===== config.mk =====
export PLATFORM = sky130hd
export DESIGN_NAME = mdu_iterative_flat
export DESIGN_NICKNAME = d
export VERILOG_FILES = /design/src/rtl/mdu_pkg.sv /design/src/rtl/mdu_if.sv /design/src/rtl/mdu_divider.sv /design/src/rtl/mdu_iterative.sv /design/src/flat_wrapper.sv
export SDC_FILE = /design/constraint.sdc
export NUM_CORES = 1
export LEC_CHECK = 0
export CAP_MARGIN = 10
export CORE_AREA = 2 2 142 144
export CTS_BUF_LIST = sky130_fd_sc_hd__clkbuf_2
export DETAILED_ROUTE_END_ITERATION = 16
export DIE_AREA = 0 0 144 146
export HOLD_SLACK_MARGIN = 0.06
export MAX_ROUTING_LAYER = met4
export PLACE_DENSITY = 0.85
export SLEW_MARGIN = 20
export SYNTH_ARGS = -nofsm -noshare
export SYNTH_HDL_FRONTEND = slang
export SYNTH_HIERARCHICAL = 1
export SYNTH_SLANG_ARGS = --single-unit

===== constraint.sdc =====
create_clock -name clk -period 6.65 [get_ports clk]
set_input_delay 1.6625 -clock clk [delete_from_list [all_inputs] [get_ports clk]]
set_output_delay 1.6625 -clock clk [all_outputs]
set_load 0.03 [all_outputs]

===== src/rtl/mdu_pkg.sv =====
// Shared definitions for the iterative multiply/divide unit: opcodes,
// FSM state encoding and operand signedness decode.
package mdu_pkg;

    localparam logic [2:0] F3_MUL    = 3'b000;
    localparam logic [2:0] F3_MULH   = 3'b001;
    localparam logic [2:0] F3_MULHSU = 3'b010;
    localparam logic [2:0] F3_MULHU  = 3'b011;
    localparam logic [2:0] F3_DIV    = 3'b100;
    localparam logic [2:0] F3_DIVU   = 3'b101;
    localparam logic [2:0] F3_REM    = 3'b110;
    localparam logic [2:0] F3_REMU   = 3'b111;

    typedef enum logic [1:0] {
        S_IDLE = 2'b00,
        S_MUL  = 2'b01,
        S_DIV  = 2'b10,
        S_DONE = 2'b11
    } state_e;

    // Returns {a_signed, b_signed} for an opcode.
    function automatic logic [1:0] operand_signed(input logic [2:0] f3);
        logic [1:0] sgn;
        case (f3)
            F3_MULH:   sgn = 2'b11;
            F3_MULHSU: sgn = 2'b10;
            F3_DIV:    sgn = 2'b11;
            F3_REM:    sgn = 2'b11;
            default:   sgn = 2'b00;
        endcase
        return sgn;
    endfunction

endpackage


===== src/rtl/mdu_if.sv =====
// Request/response bundle between the core control FSM (master) and the MDU (slave).
interface mdu_if #(parameter int XLEN = 32);
    logic            start;
    logic [2:0]      funct3;
    logic [XLEN-1:0] a;
    logic [XLEN-1:0] b;
    logic            busy;
    logic            done;
    logic [XLEN-1:0] result;

    modport master (output start, funct3, a, b, input busy, done, result);
    modport slave  (input start, funct3, a, b, output busy, done, result);
endinterface


===== src/rtl/mdu_divider.sv =====
// Restoring shift-subtract divider kernel on unsigned magnitudes, one quotient
// bit per step. The *_nxt outputs expose the post-step values so the caller can
// finish on the last step without an extra cycle.
module mdu_divider #(
    parameter int XLEN = 32
) (
    input  logic            clk,
    input  logic            rst,
    input  logic            load,
    input  logic            step,
    input  logic [XLEN-1:0] dividend,
    input  logic [XLEN-1:0] divisor,
    output logic [XLEN-1:0] quo_nxt,
    output logic [XLEN-1:0] rem_nxt
);

    logic [XLEN-1:0] quo_q, quo_d;
    logic [XLEN-1:0] rem_q, rem_d;
    logic [XLEN-1:0] dsr_q, dsr_d;
    logic [XLEN:0]   shifted_s;
    logic [XLEN:0]   diff_s;

    // Trial subtraction and next-state selection.
    always_comb begin
        shifted_s = {rem_q, quo_q[XLEN-1]};
        diff_s    = shifted_s - {1'b0, dsr_q};
        if (!diff_s[XLEN]) begin
            rem_nxt = diff_s[XLEN-1:0];
            quo_nxt = {quo_q[XLEN-2:0], 1'b1};
        end else begin
            rem_nxt = shifted_s[XLEN-1:0];
            quo_nxt = {quo_q[XLEN-2:0], 1'b0};
        end
        if (load) begin
            quo_d = dividend;
            rem_d = {XLEN{1'b0}};
            dsr_d = divisor;
        end else if (step) begin
            quo_d = quo_nxt;
            rem_d = rem_nxt;
            dsr_d = dsr_q;
        end else begin
            quo_d = quo_q;
            rem_d = rem_q;
            dsr_d = dsr_q;
        end
    end

    // Divider state registers.
    always_ff @(posedge clk or posedge rst) begin
        if (rst) begin
            quo_q <= {XLEN{1'b0}};
            rem_q <= {XLEN{1'b0}};
            dsr_q <= {XLEN{1'b0}};
        end else begin
            quo_q <= quo_d;
            rem_q <= rem_d;
            dsr_q <= dsr_d;
        end
    end

endmodule


===== src/rtl/mdu_iterative.sv =====
// Iterative RV32M multiply/divide unit: radix-2 shift-add multiply, restoring divide.
// Define MDU_DIV_EN to build the divider; otherwise divide opcodes return 0 in one cycle.
module mdu_iterative
    import mdu_pkg::*;
#(
    parameter int XLEN = 32
) (
    input  logic clk,
    input  logic rst,
    mdu_if.slave bus
);

    localparam int CW = $clog2(XLEN + 1);

    state_e            state_q, state_d;
    logic [CW-1:0]     cnt_q, cnt_d;
    logic [2:0]        f3_q, f3_d;
    logic              neg_q, neg_d;
    logic [XLEN-1:0]   mcand_q, mcand_d;
    logic [2*XLEN-1:0] prod_q, prod_d;
    logic              busy_q, busy_d;
    logic              done_q, done_d;
    logic [XLEN-1:0]   res_q, res_d;

    logic [1:0]        sgn_s;
    logic              a_neg_s, b_neg_s;
    logic [XLEN-1:0]   mag_a_s, mag_b_s;
    logic [XLEN:0]     mul_add_s, mul_sum_s;
    logic [2*XLEN-1:0] prod_nxt_s, prod_fin_s;

`ifdef MDU_DIV_EN
    logic              div_load_s, div_step_s;
    logic [XLEN-1:0]   quo_nxt_s, rem_nxt_s, div_pick_s;

    mdu_divider #(.XLEN(XLEN)) u_div (
        .clk      (clk),
        .rst      (rst),
        .load     (div_load_s),
        .step     (div_step_s),
        .dividend (mag_a_s),
        .divisor  (mag_b_s),
        .quo_nxt  (quo_nxt_s),
        .rem_nxt  (rem_nxt_s)
    );
`endif

    // Next-state, multiply step and result formation.
    always_comb begin
        sgn_s      = operand_signed(bus.funct3);
        a_neg_s    = sgn_s[1] & bus.a[XLEN-1];
        b_neg_s    = sgn_s[0] & bus.b[XLEN-1];
        mag_a_s    = a_neg_s ? -bus.a : bus.a;
        mag_b_s    = b_neg_s ? -bus.b : bus.b;
        mul_add_s  = prod_q[0] ? {1'b0, mcand_q} : {(XLEN+1){1'b0}};
        mul_sum_s  = {1'b0, prod_q[2*XLEN-1:XLEN]} + mul_add_s;
        prod_nxt_s = {mul_sum_s, prod_q[XLEN-1:1]};
        prod_fin_s = neg_q ? -prod_nxt_s : prod_nxt_s;

        state_d = state_q;
        cnt_d   = cnt_q;
        f3_d    = f3_q;
        neg_d   = neg_q;
        mcand_d = mcand_q;
        prod_d  = prod_q;
        res_d   = res_q;
`ifdef MDU_DIV_EN
        div_load_s = 1'b0;
        div_step_s = 1'b0;
        div_pick_s = f3_q[1] ? rem_nxt_s : quo_nxt_s;
`endif

        case (state_q)
            S_IDLE: begin
                if (bus.start) begin
                    f3_d  = bus.funct3;
                    cnt_d = CW'(XLEN);
                    if (!bus.funct3[2]) begin
                        state_d = S_MUL;
                        neg_d   = a_neg_s ^ b_neg_s;
                        prod_d  = {{XLEN{1'b0}}, mag_a_s};
                        mcand_d = mag_b_s;
`ifdef MDU_DIV_EN
                    end else if (bus.b != {XLEN{1'b0}}) begin
                        state_d    = S_DIV;
                        // Remainder takes the dividend's sign, quotient the XOR.
                        neg_d      = bus.funct3[1] ? a_neg_s : (a_neg_s ^ b_neg_s);
                        div_load_s = 1'b1;
                    end else begin
                        state_d = S_DONE;
                        cnt_d   = {CW{1'b0}};
                        res_d   = bus.funct3[1] ? bus.a : {XLEN{1'b1}};
                    end
`else
                    end else begin
                        state_d = S_DONE;
                        cnt_d   = {CW{1'b0}};
                        res_d   = {XLEN{1'b0}};
                    end
`endif
                end else begin
                    state_d = S_IDLE;
                end
            end
            S_MUL: begin
                prod_d = prod_nxt_s;
                cnt_d  = cnt_q - CW'(1);
                if (cnt_q == CW'(1)) begin
                    state_d = S_DONE;
                    res_d   = (f3_q == F3_MUL) ? prod_fin_s[XLEN-1:0] : prod_fin_s[2*XLEN-1:XLEN];
                end else begin
                    state_d = S_MUL;
                end
            end
`ifdef MDU_DIV_EN
            S_DIV: begin
                div_step_s = 1'b1;
                cnt_d      = cnt_q - CW'(1);
                if (cnt_q == CW'(1)) begin
                    state_d = S_DONE;
                    res_d   = neg_q ? -div_pick_s : div_pick_s;
                end else begin
                    state_d = S_DIV;
                end
            end
`endif
            S_DONE:  state_d = S_IDLE;
            default: state_d = S_IDLE;
        endcase

        busy_d = (state_d != S_IDLE);
        done_d = (state_d == S_DONE);
    end

    // Control FSM and datapath registers.
    always_ff @(posedge clk or posedge rst) begin
        if (rst) begin
            state_q <= S_IDLE;
            cnt_q   <= {CW{1'b0}};
            f3_q    <= 3'b000;
            neg_q   <= 1'b0;
            mcand_q <= {XLEN{1'b0}};
            prod_q  <= {(2*XLEN){1'b0}};
            busy_q  <= 1'b0;
            done_q  <= 1'b0;
            res_q   <= {XLEN{1'b0}};
        end else begin
            state_q <= state_d;
            cnt_q   <= cnt_d;
            f3_q    <= f3_d;
            neg_q   <= neg_d;
            mcand_q <= mcand_d;
            prod_q  <= prod_d;
            busy_q  <= busy_d;
            done_q  <= done_d;
            res_q   <= res_d;
        end
    end

    assign bus.busy   = busy_q;
    assign bus.done   = done_q;
    assign bus.result = res_q;

endmodule


===== src/flat_wrapper.sv =====
// flat-port wrapper written by rule: the top's interface ports become plain ports
module mdu_iterative_flat import mdu_pkg::*;
#(
    parameter int XLEN = 32
)
  (clk, rst, bus_start, bus_funct3, bus_a, bus_b, bus_busy, bus_done, bus_result);
  mdu_if #(.XLEN(XLEN)) bus_i ();
  input  logic clk;
  input  logic rst;
  input wire logic [$bits(bus_i.start)-1:0] bus_start;
  input wire logic [$bits(bus_i.funct3)-1:0] bus_funct3;
  input wire logic [$bits(bus_i.a)-1:0] bus_a;
  input wire logic [$bits(bus_i.b)-1:0] bus_b;
  output wire logic [$bits(bus_i.busy)-1:0] bus_busy;
  output wire logic [$bits(bus_i.done)-1:0] bus_done;
  output wire logic [$bits(bus_i.result)-1:0] bus_result;
  assign bus_i.start = bus_start;
  assign bus_i.funct3 = bus_funct3;
  assign bus_i.a = bus_a;
  assign bus_i.b = bus_b;
  assign bus_busy = bus_i.busy;
  assign bus_done = bus_i.done;
  assign bus_result = bus_i.result;
  mdu_iterative #(.XLEN(XLEN)) u_core (.clk(clk), .rst(rst), .bus(bus_i));
endmodule

[After elaboration in Yosys (flattened, before gate mapping)]
Cells that the tools add are included.
Word-level totals
  register bits after elaboration: 142
  output and inout port bits: 34
  logic and storage cells: 59
Operators by class
  bitwise logic cells: 4
  add/sub/neg operators: 5
  reductions and logical operators: 10
  equal/unequal tests: 11
  mux-type cells: 20
Operators with widths (count)
  2-to-1 mux 32 bit: 7
  2-to-1 mux 64 bit: 3
  one-hot mux 64 bit (2 select lines): 1
  negation 32 bit: 2
  negation 64 bit: 1
  one-hot mux 32 bit (2 select lines): 1
  adder 32 x 33 -> 33 bit: 1
  2-to-1 mux 6 bit: 2
  one-hot mux 6 bit (2 select lines): 1
  one-hot mux 2 bit (2 select lines): 2
  equality test 3 bit, second input constant: 2
  equality test 6 x 1 -> 1 bit, second input constant: 1
  2-to-1 mux 2 bit: 3
  != test 2 bit, second input constant: 3
  AND reduction 3 bit: 2
  subtractor 6 x 1 -> 6 bit, second input constant: 1
  AND reduction 2 bit: 2
  AND reduction 4 bit: 1
  nonzero test 2 bit: 2
  equality test 3 x 1 -> 1 bit, second input constant: 1
  equality test 3 x 2 -> 1 bit, second input constant: 1
  logical NOT 3 bit: 1
  OR reduction 3 bit: 1
  AND 1 bit: 2
  other kinds (6): 6

[Longest topological paths before layout]
  depth after elaboration: 8
  depth in mapped cells: 15

[Worst setup path before layout]
No wires, ideal clock.
  path kind: register to register
  from: register u_core.prod_q[0]
  to: register u_core.res_q[20] (netlist: u_core/bus.result[20])
  path buffers: 1
  data required time: 6.528 ns
  arrival: 4.257 ns
  period minus slack after synthesis: 4.379 ns
  cell stages (with the launch flop): 16
  slack: 2.271 ns
  cells stage by stage: dfrtp_1 -> clkbuf_1 -> and2_1 -> ha_1 -> fa_1 -> a21o_1 -> a41o_1 -> or4b_1 -> nand3_1 -> o221ai_1 -> or3b_2 -> or4_4 -> o31ai_1 -> xnor2_1 -> nand2_1 -> a32o_1
On the way
  longest elaborated chain between the ends: 7
RTL lines
  from (decl): line mdu_iterative.sv:20  | logic [2*XLEN-1:0] prod_q, prod_d;
  from (signal assigned): line mdu_iterative.sv:142  | prod_q <= {(2*XLEN){1'b0}};
  from (signal assigned): line mdu_iterative.sv:152  | prod_q <= prod_d;
  2-to-1 mux 32 bit *: line mdu_iterative.sv:54  | mul_add_s = prod_q[0] ? {1'b0, mcand_q} : {(XLEN+1){1'b0}};
  adder 32 x 33 -> 33 bit *: line mdu_iterative.sv:55  | mul_sum_s = {1'b0, prod_q[2*XLEN-1:XLEN]} + mul_add_s;
  negation 64 bit: line mdu_iterative.sv:57  | prod_fin_s = neg_q ? -prod_nxt_s : prod_nxt_s;
  2-to-1 mux 64 bit *: line mdu_iterative.sv:57
  2-to-1 mux 32 bit *: line mdu_iterative.sv:109  | res_d = (f3_q == F3_MUL) ? prod_fin_s[XLEN-1:0] : prod_fin_s[2*XLEN-1:XLEN];
  2-to-1 mux 32 bit *: line mdu_iterative.sv:107  | if (cnt_q == CW'(1)) begin
  one-hot mux 32 bit (2 select lines) *: line mdu_iterative.sv:72  | case (state_q)
  to (signal assigned): line mdu_iterative.sv:145  | res_q <= {XLEN{1'b0}};
  to (signal assigned): line mdu_iterative.sv:155  | res_q <= res_d;
  to (decl): line mdu_iterative.sv:23  | logic [XLEN-1:0] res_q, res_d;
Every way passes the cells marked *; elsewhere a longest branch is shown, timed or not. The select of a mux whose other input is x is not followed.
A chain may end at the register's enable or synchronous reset.

[Final worst setup path]
  from: register u_core.prod_q[0]
  to: register u_core.res_q[31] (netlist: u_core/bus.result[31])
Same word-level chain as after synthesis.

==> run_summary.xml <==
<?xml version="1.0" encoding="UTF-8"?>
<metrics>
  <group name="run_status">
    <metric name="status" unit="">completed</metric>
  </group>
  <group name="clock_network">
    <metric name="cts.root.buffer_cell" unit="">sky130_fd_sc_hd__clkbuf_2</metric>
    <metric name="cts.repair.resized" unit="">0</metric>
    <metric name="post_cts_hold_buffer_count" unit="">0</metric>
    <metric name="cts_sinks" unit="">142</metric>
    <metric name="number_of_buffers_inserted_to_repair_setup_after_cts" unit="">0</metric>
    <metric name="htree_levels" unit="">4</metric>
    <metric name="cts_tree" unit="">yes</metric>
    <metric name="cts.path.max_buffers" unit="">2</metric>
    <metric name="numCtsBuffers" unit="">17</metric>
    <metric name="cts.reportedPaths.clkPinSlew" unit="ns">0.20</metric>
    <metric name="clkLatencyLatePin" unit="ns">0.74</metric>
  </group>
  <group name="floorplanning">
    <metric name="die_width" unit="um">144</metric>
    <metric name="initial_core_util" unit="">0.546</metric>
    <metric name="ios" unit="">104</metric>
    <metric name="total_die_area" unit="um^2">21000</metric>
    <metric name="floorplan.die.height" unit="um">146</metric>
    <metric name="core" unit="um^2">19300</metric>
    <metric name="rows" unit="">51</metric>
  </group>
  <group name="power">
    <metric name="power.switching_fraction" unit="">0.250</metric>
    <metric name="pwr-share-seq" unit="">0.552</metric>
    <metric name="power.net_switching" unit="mW">0.392</metric>
    <metric name="fraction_of_power_consumed_by_combinational_cells" unit="">0.092</metric>
    <metric name="pwr_dens" unit="nW/um^2">130</metric>
    <metric name="ir_worst_vdd" unit="V">0.0000928</metric>
    <metric name="power_leakage" unit="nW">5.10</metric>
    <metric name="share_clk_of_total_power" unit="">0.357</metric>
    <metric name="power_report.internal_total" unit="mW">1.18</metric>
  </group>
  <group name="sta">
    <metric name="timing_hold_violations_final" unit="">0</metric>
    <metric name="final-setup-viol-count" unit="">0</metric>
    <metric name="clock_skew" unit="ns">0.0540</metric>
    <metric name="timing.final.crit_period" unit="ns">5.17</metric>
    <metric name="worst_slew_margin_rel" unit="">0.281</metric>
    <metric name="worst_max_slew_pin_slew" unit="ns">1.08</metric>
    <metric name="report.final.slew_viol_count" unit="">0</metric>
    <metric name="rsz0062_at_grt" unit="">false</metric>
    <metric name="finalHoldWorstSlack" unit="ns">0.502</metric>
    <metric name="clock.fmax" unit="MHz">193</metric>
    <metric name="period_utilization" unit="">0.777</metric>
    <metric name="timing.setup.tns" unit="ns">0</metric>
  </group>
  <group name="yosys">
    <metric name="synth_area_leader" unit="">sky130_fd_sc_hd__dfrtp_1</metric>
    <metric name="synth.yosys.seq_area_share" unit="">0.337</metric>
    <metric name="synthArstFlopShare" unit="">1.00</metric>
    <metric name="synth_cells" unit="">1271</metric>
    <metric name="mappedNetlistArea" unit="um^2">10600</metric>
    <metric name="ys.flop_type" unit="">sky130_fd_sc_hd__dfrtp_1</metric>
    <metric name="syn_nets" unit="">1379</metric>
    <metric name="synth.ff_latch_count" unit="">142</metric>
    <metric name="post_synth_main_area_contributors" unit="">sky130_fd_sc_hd__dfrtp_1 (34%), sky130_fd_sc_hd__o21ai_0 (7.2%), sky130_fd_sc_hd__nand2_1 (6.3%)</metric>
    <metric name="synthDistinctLibCells" unit="">77</metric>
    <metric name="number_of_enable_flip_flop_cells_after_synthesis" unit="">0</metric>
    <metric name="synth_area_per_cell" unit="um^2">8.30</metric>
    <metric name="ys.warnings.count" unit="">6</metric>
    <metric name="post-synth-top-area-fraction" unit="">0.337</metric>
  </group>
  <group name="global_route">
    <metric name="grt.overflow.total" unit="">0</metric>
    <metric name="vias_in_the_first_global_route" unit="">9526</metric>
    <metric name="globalRouteTotalUtil" unit="">0.281</metric>
    <metric name="maximum_number_of_pins_on_one_net_before_global_route_repair" unit="">90</metric>
    <metric name="number_of_antenna_violations_at_the_first_check_in_global_routing" unit="">2</metric>
    <metric name="grt_first_pass_wirelength" unit="um">46400</metric>
  </group>
  <group name="min_path">
    <metric name="hold_path_depth" unit="">2</metric>
    <metric name="hold_path_startpoint" unit="">u_core/mcand_q[23]$_DFFE_PP0P_</metric>
    <metric name="worstHoldPathType" unit="">register to register</metric>
    <metric name="whs_endpoint" unit="">u_core/mcand_q[23]$_DFFE_PP0P_</metric>
  </group>
  <group name="final_layout">
    <metric name="drive_gt1_frac" unit="">0.0545</metric>
    <metric name="syn2layout_area_growth" unit="%">14.0</metric>
    <metric name="leading_cell_type_in_the_layout_fill_and_taps_excluded" unit="">sky130_fd_sc_hd__nand2_1</metric>
    <metric name="layout.nets" unit="">1436</metric>
    <metric name="number_of_non_filler_instances_in_the_completed_layout" unit="">1607</metric>
    <metric name="mostFrequentLayoutCells" unit="">sky130_fd_sc_hd__nand2_1 (178), sky130_fd_sc_hd__o21ai_0 (152), sky130_fd_sc_hd__dfrtp_1 (142)</metric>
  </group>
  <group name="route">
    <metric name="wl_per_cell" unit="um">17.6</metric>
    <metric name="ant_nets" unit="">0</metric>
    <metric name="routed_via_density" unit="">6.19</metric>
    <metric name="dr.first_iter.drc_count" unit="">988</metric>
    <metric name="drt-pass1-iter-count" unit="">7</metric>
    <metric name="number_of_remaining_drc_errors" unit="">0</metric>
    <metric name="detailroute.via_count" unit="">9945</metric>
    <metric name="drt_wl_total" unit="um">28200</metric>
  </group>
  <group name="critical_path">
    <metric name="timing.reg2reg.setup_slack" unit="ns">1.48</metric>
    <metric name="rr_startpoint" unit="">u_core/prod_q[0]$_DFFE_PP0P_</metric>
    <metric name="critical_path_arrival" unit="ns">5.84</metric>
    <metric name="critPathCaptureType" unit="">register</metric>
    <metric name="r2r_cells" unit="">14</metric>
    <metric name="crit_required" unit="ns">7.33</metric>
    <metric name="regToRegEndpoint" unit="">u_core/bus.result[31]$_DFFE_PP0P_</metric>
    <metric name="critical_path_class" unit="">register to register</metric>
    <metric name="worst-path-max-fanout" unit="">33</metric>
    <metric name="crit_path_start_kind" unit="">register</metric>
  </group>
  <group name="place">
    <metric name="dp.final_hpwl" unit="um">20700</metric>
    <metric name="io_buffer_count" unit="">103</metric>
    <metric name="place_congestion" unit="">0.925</metric>
    <metric name="place.detailed.instances" unit="">1574</metric>
  </group>
  <group name="run">
    <metric name="max_capacitance_violation_count" unit="">0</metric>
  </group>
</metrics>
## cell usage after synthesis (13+ instances only)
| cell | instances |
|---|---|
| sky130_fd_sc_hd__and2_1 | 42 |
| sky130_fd_sc_hd__ha_1 | 37 |
| sky130_fd_sc_hd__o41ai_1 | 13 |
| sky130_fd_sc_hd__xnor2_1 | 68 |
| sky130_fd_sc_hd__o21ai_1 | 16 |
| sky130_fd_sc_hd__nor3_1 | 28 |
| sky130_fd_sc_hd__nor2_1 | 49 |
| sky130_fd_sc_hd__o31ai_1 | 25 |
| sky130_fd_sc_hd__nand2b_1 | 14 |
| sky130_fd_sc_hd__dfrtp_1 | 142 |
| sky130_fd_sc_hd__a21o_1 | 13 |
| sky130_fd_sc_hd__clkbuf_1 | 68 |
| sky130_fd_sc_hd__a22oi_1 | 31 |
| sky130_fd_sc_hd__inv_1 | 15 |
| sky130_fd_sc_hd__a21oi_1 | 50 |
| sky130_fd_sc_hd__nand2_1 | 178 |
| sky130_fd_sc_hd__nand3_1 | 51 |
| sky130_fd_sc_hd__o21ai_0 | 152 |
| sky130_fd_sc_hd__xor2_1 | 71 |
## cells by family after synthesis
logic type	after synthesis	share of synthesized area
AND/OR/NAND/NOR	455	0.219
adder cells (fa/ha/maj)	38	0.0458
multiplexers	5	0.00474
XOR/XNOR	139	0.115
flip-flops	142	0.337
buffers and inverters	91	0.0325
AO/OA/AOI/OAI	401	0.246
## power by group through the flow
| stage | clock network, mW | registers (mW) | logic (mW) |
|---|---|---|---|
| after floorplan | 0 | 0.880 | 0.0692 |
| after global placement | 0 | 0.880 | 0.142 |
| after detailed placement | 0 | 0.880 | 0.145 |
| after CTS | 0.570 | 0.865 | 0.145 |
| after global routing | 0.606 | 0.865 | 0.159 |
| final | 0.559 | 0.865 | 0.144 |
## metal layers
| layer | vias to the layer above | global-route usage | routed length, um |
|---|---|---|---|
| met4 | 0 | 0.112 | 938 |
| met1 | 4781 | 0.345 | 11600 |
| met5 | - | - | 0 |
| met3 | 68 | 0.0471 | 1590 |
| li1 | 4730 | - | - |
| met2 | 366 | 0.461 | 14100 |
## cell type report
cell class / instances / area (um^2)
diodes: 2 / 5.00
flip-flops and latches: 142 / 3550
repair buffers: 114 / 1110
inverters: 15 / 61.3
clock buffers: 18 / 90.1
fillers: 1614 / 7310
well taps: 265 / 332
multi-input cells: 1038 / 6700
clock inverters: 13 / 173
## critical path, cell delays in order (launching register included)
cell and delay (ns):
sky130_fd_sc_hd__dfrtp_1 0.72, sky130_fd_sc_hd__and2_1 0.29, sky130_fd_sc_hd__ha_1 0.20, sky130_fd_sc_hd__fa_1 0.41
sky130_fd_sc_hd__a21o_1 0.22, sky130_fd_sc_hd__a221o_1 0.38, sky130_fd_sc_hd__a311oi_1 0.62, sky130_fd_sc_hd__a2111oi_0 0.25
sky130_fd_sc_hd__o311ai_1 0.21, sky130_fd_sc_hd__o21ai_1 0.24, sky130_fd_sc_hd__nor4b_1 0.64, sky130_fd_sc_hd__nand3_1 0.32
sky130_fd_sc_hd__nor3_2 0.28, sky130_fd_sc_hd__mux2i_1 0.22, sky130_fd_sc_hd__a22o_1 0.14
## state kept, by name, summed over array words and instances, names as in the netlist
register           flops
u_core/prod_q         64
u_core/bus.result     32
u_core/mcand_q        32
u_core/cnt_q           6
u_core/f3_q            3
u_core/state_q         2
u_core/bus.busy        1
u_core/bus.done        1
u_core/neg_q           1
## metrics by stage
step,util,power [mW],worst slack (ns),cell area (um^2)
2_1_floorplan,-,0.949,1.18,10600
3_3_place_gp,0.608,1.02,1.81,11800
3_5_place_dp,0.608,1.02,1.61,11800
4_1_cts,0.622,1.58,1.58,12000
5_1_grt,0.622,1.63,1.25,12000
6_report,0.622,1.57,1.48,12000
## worst max path at each step
stage	from	to	slack, ns	depth (start not counted)
6_report	u_core/prod_q[0]$_DFFE_PP0P_	u_core/bus.result[31]$_DFFE_PP0P_	1.48	14
5_1_grt	u_core/prod_q[0]$_DFFE_PP0P_	u_core/bus.result[31]$_DFFE_PP0P_	1.25	14
4_1_cts	u_core/prod_q[0]$_DFFE_PP0P_	u_core/bus.result[31]$_DFFE_PP0P_	1.58	14
3_5_place_dp	u_core/prod_q[0]$_DFFE_PP0P_	u_core/bus.result[31]$_DFFE_PP0P_	1.61	14
3_3_place_gp	u_core/prod_q[0]$_DFFE_PP0P_	u_core/bus.result[29]$_DFFE_PP0P_	1.81	14
2_1_floorplan	rst	u_core/bus.busy$_DFF_PP0_	1.18	1
Power figures use the tool's default switching activity.
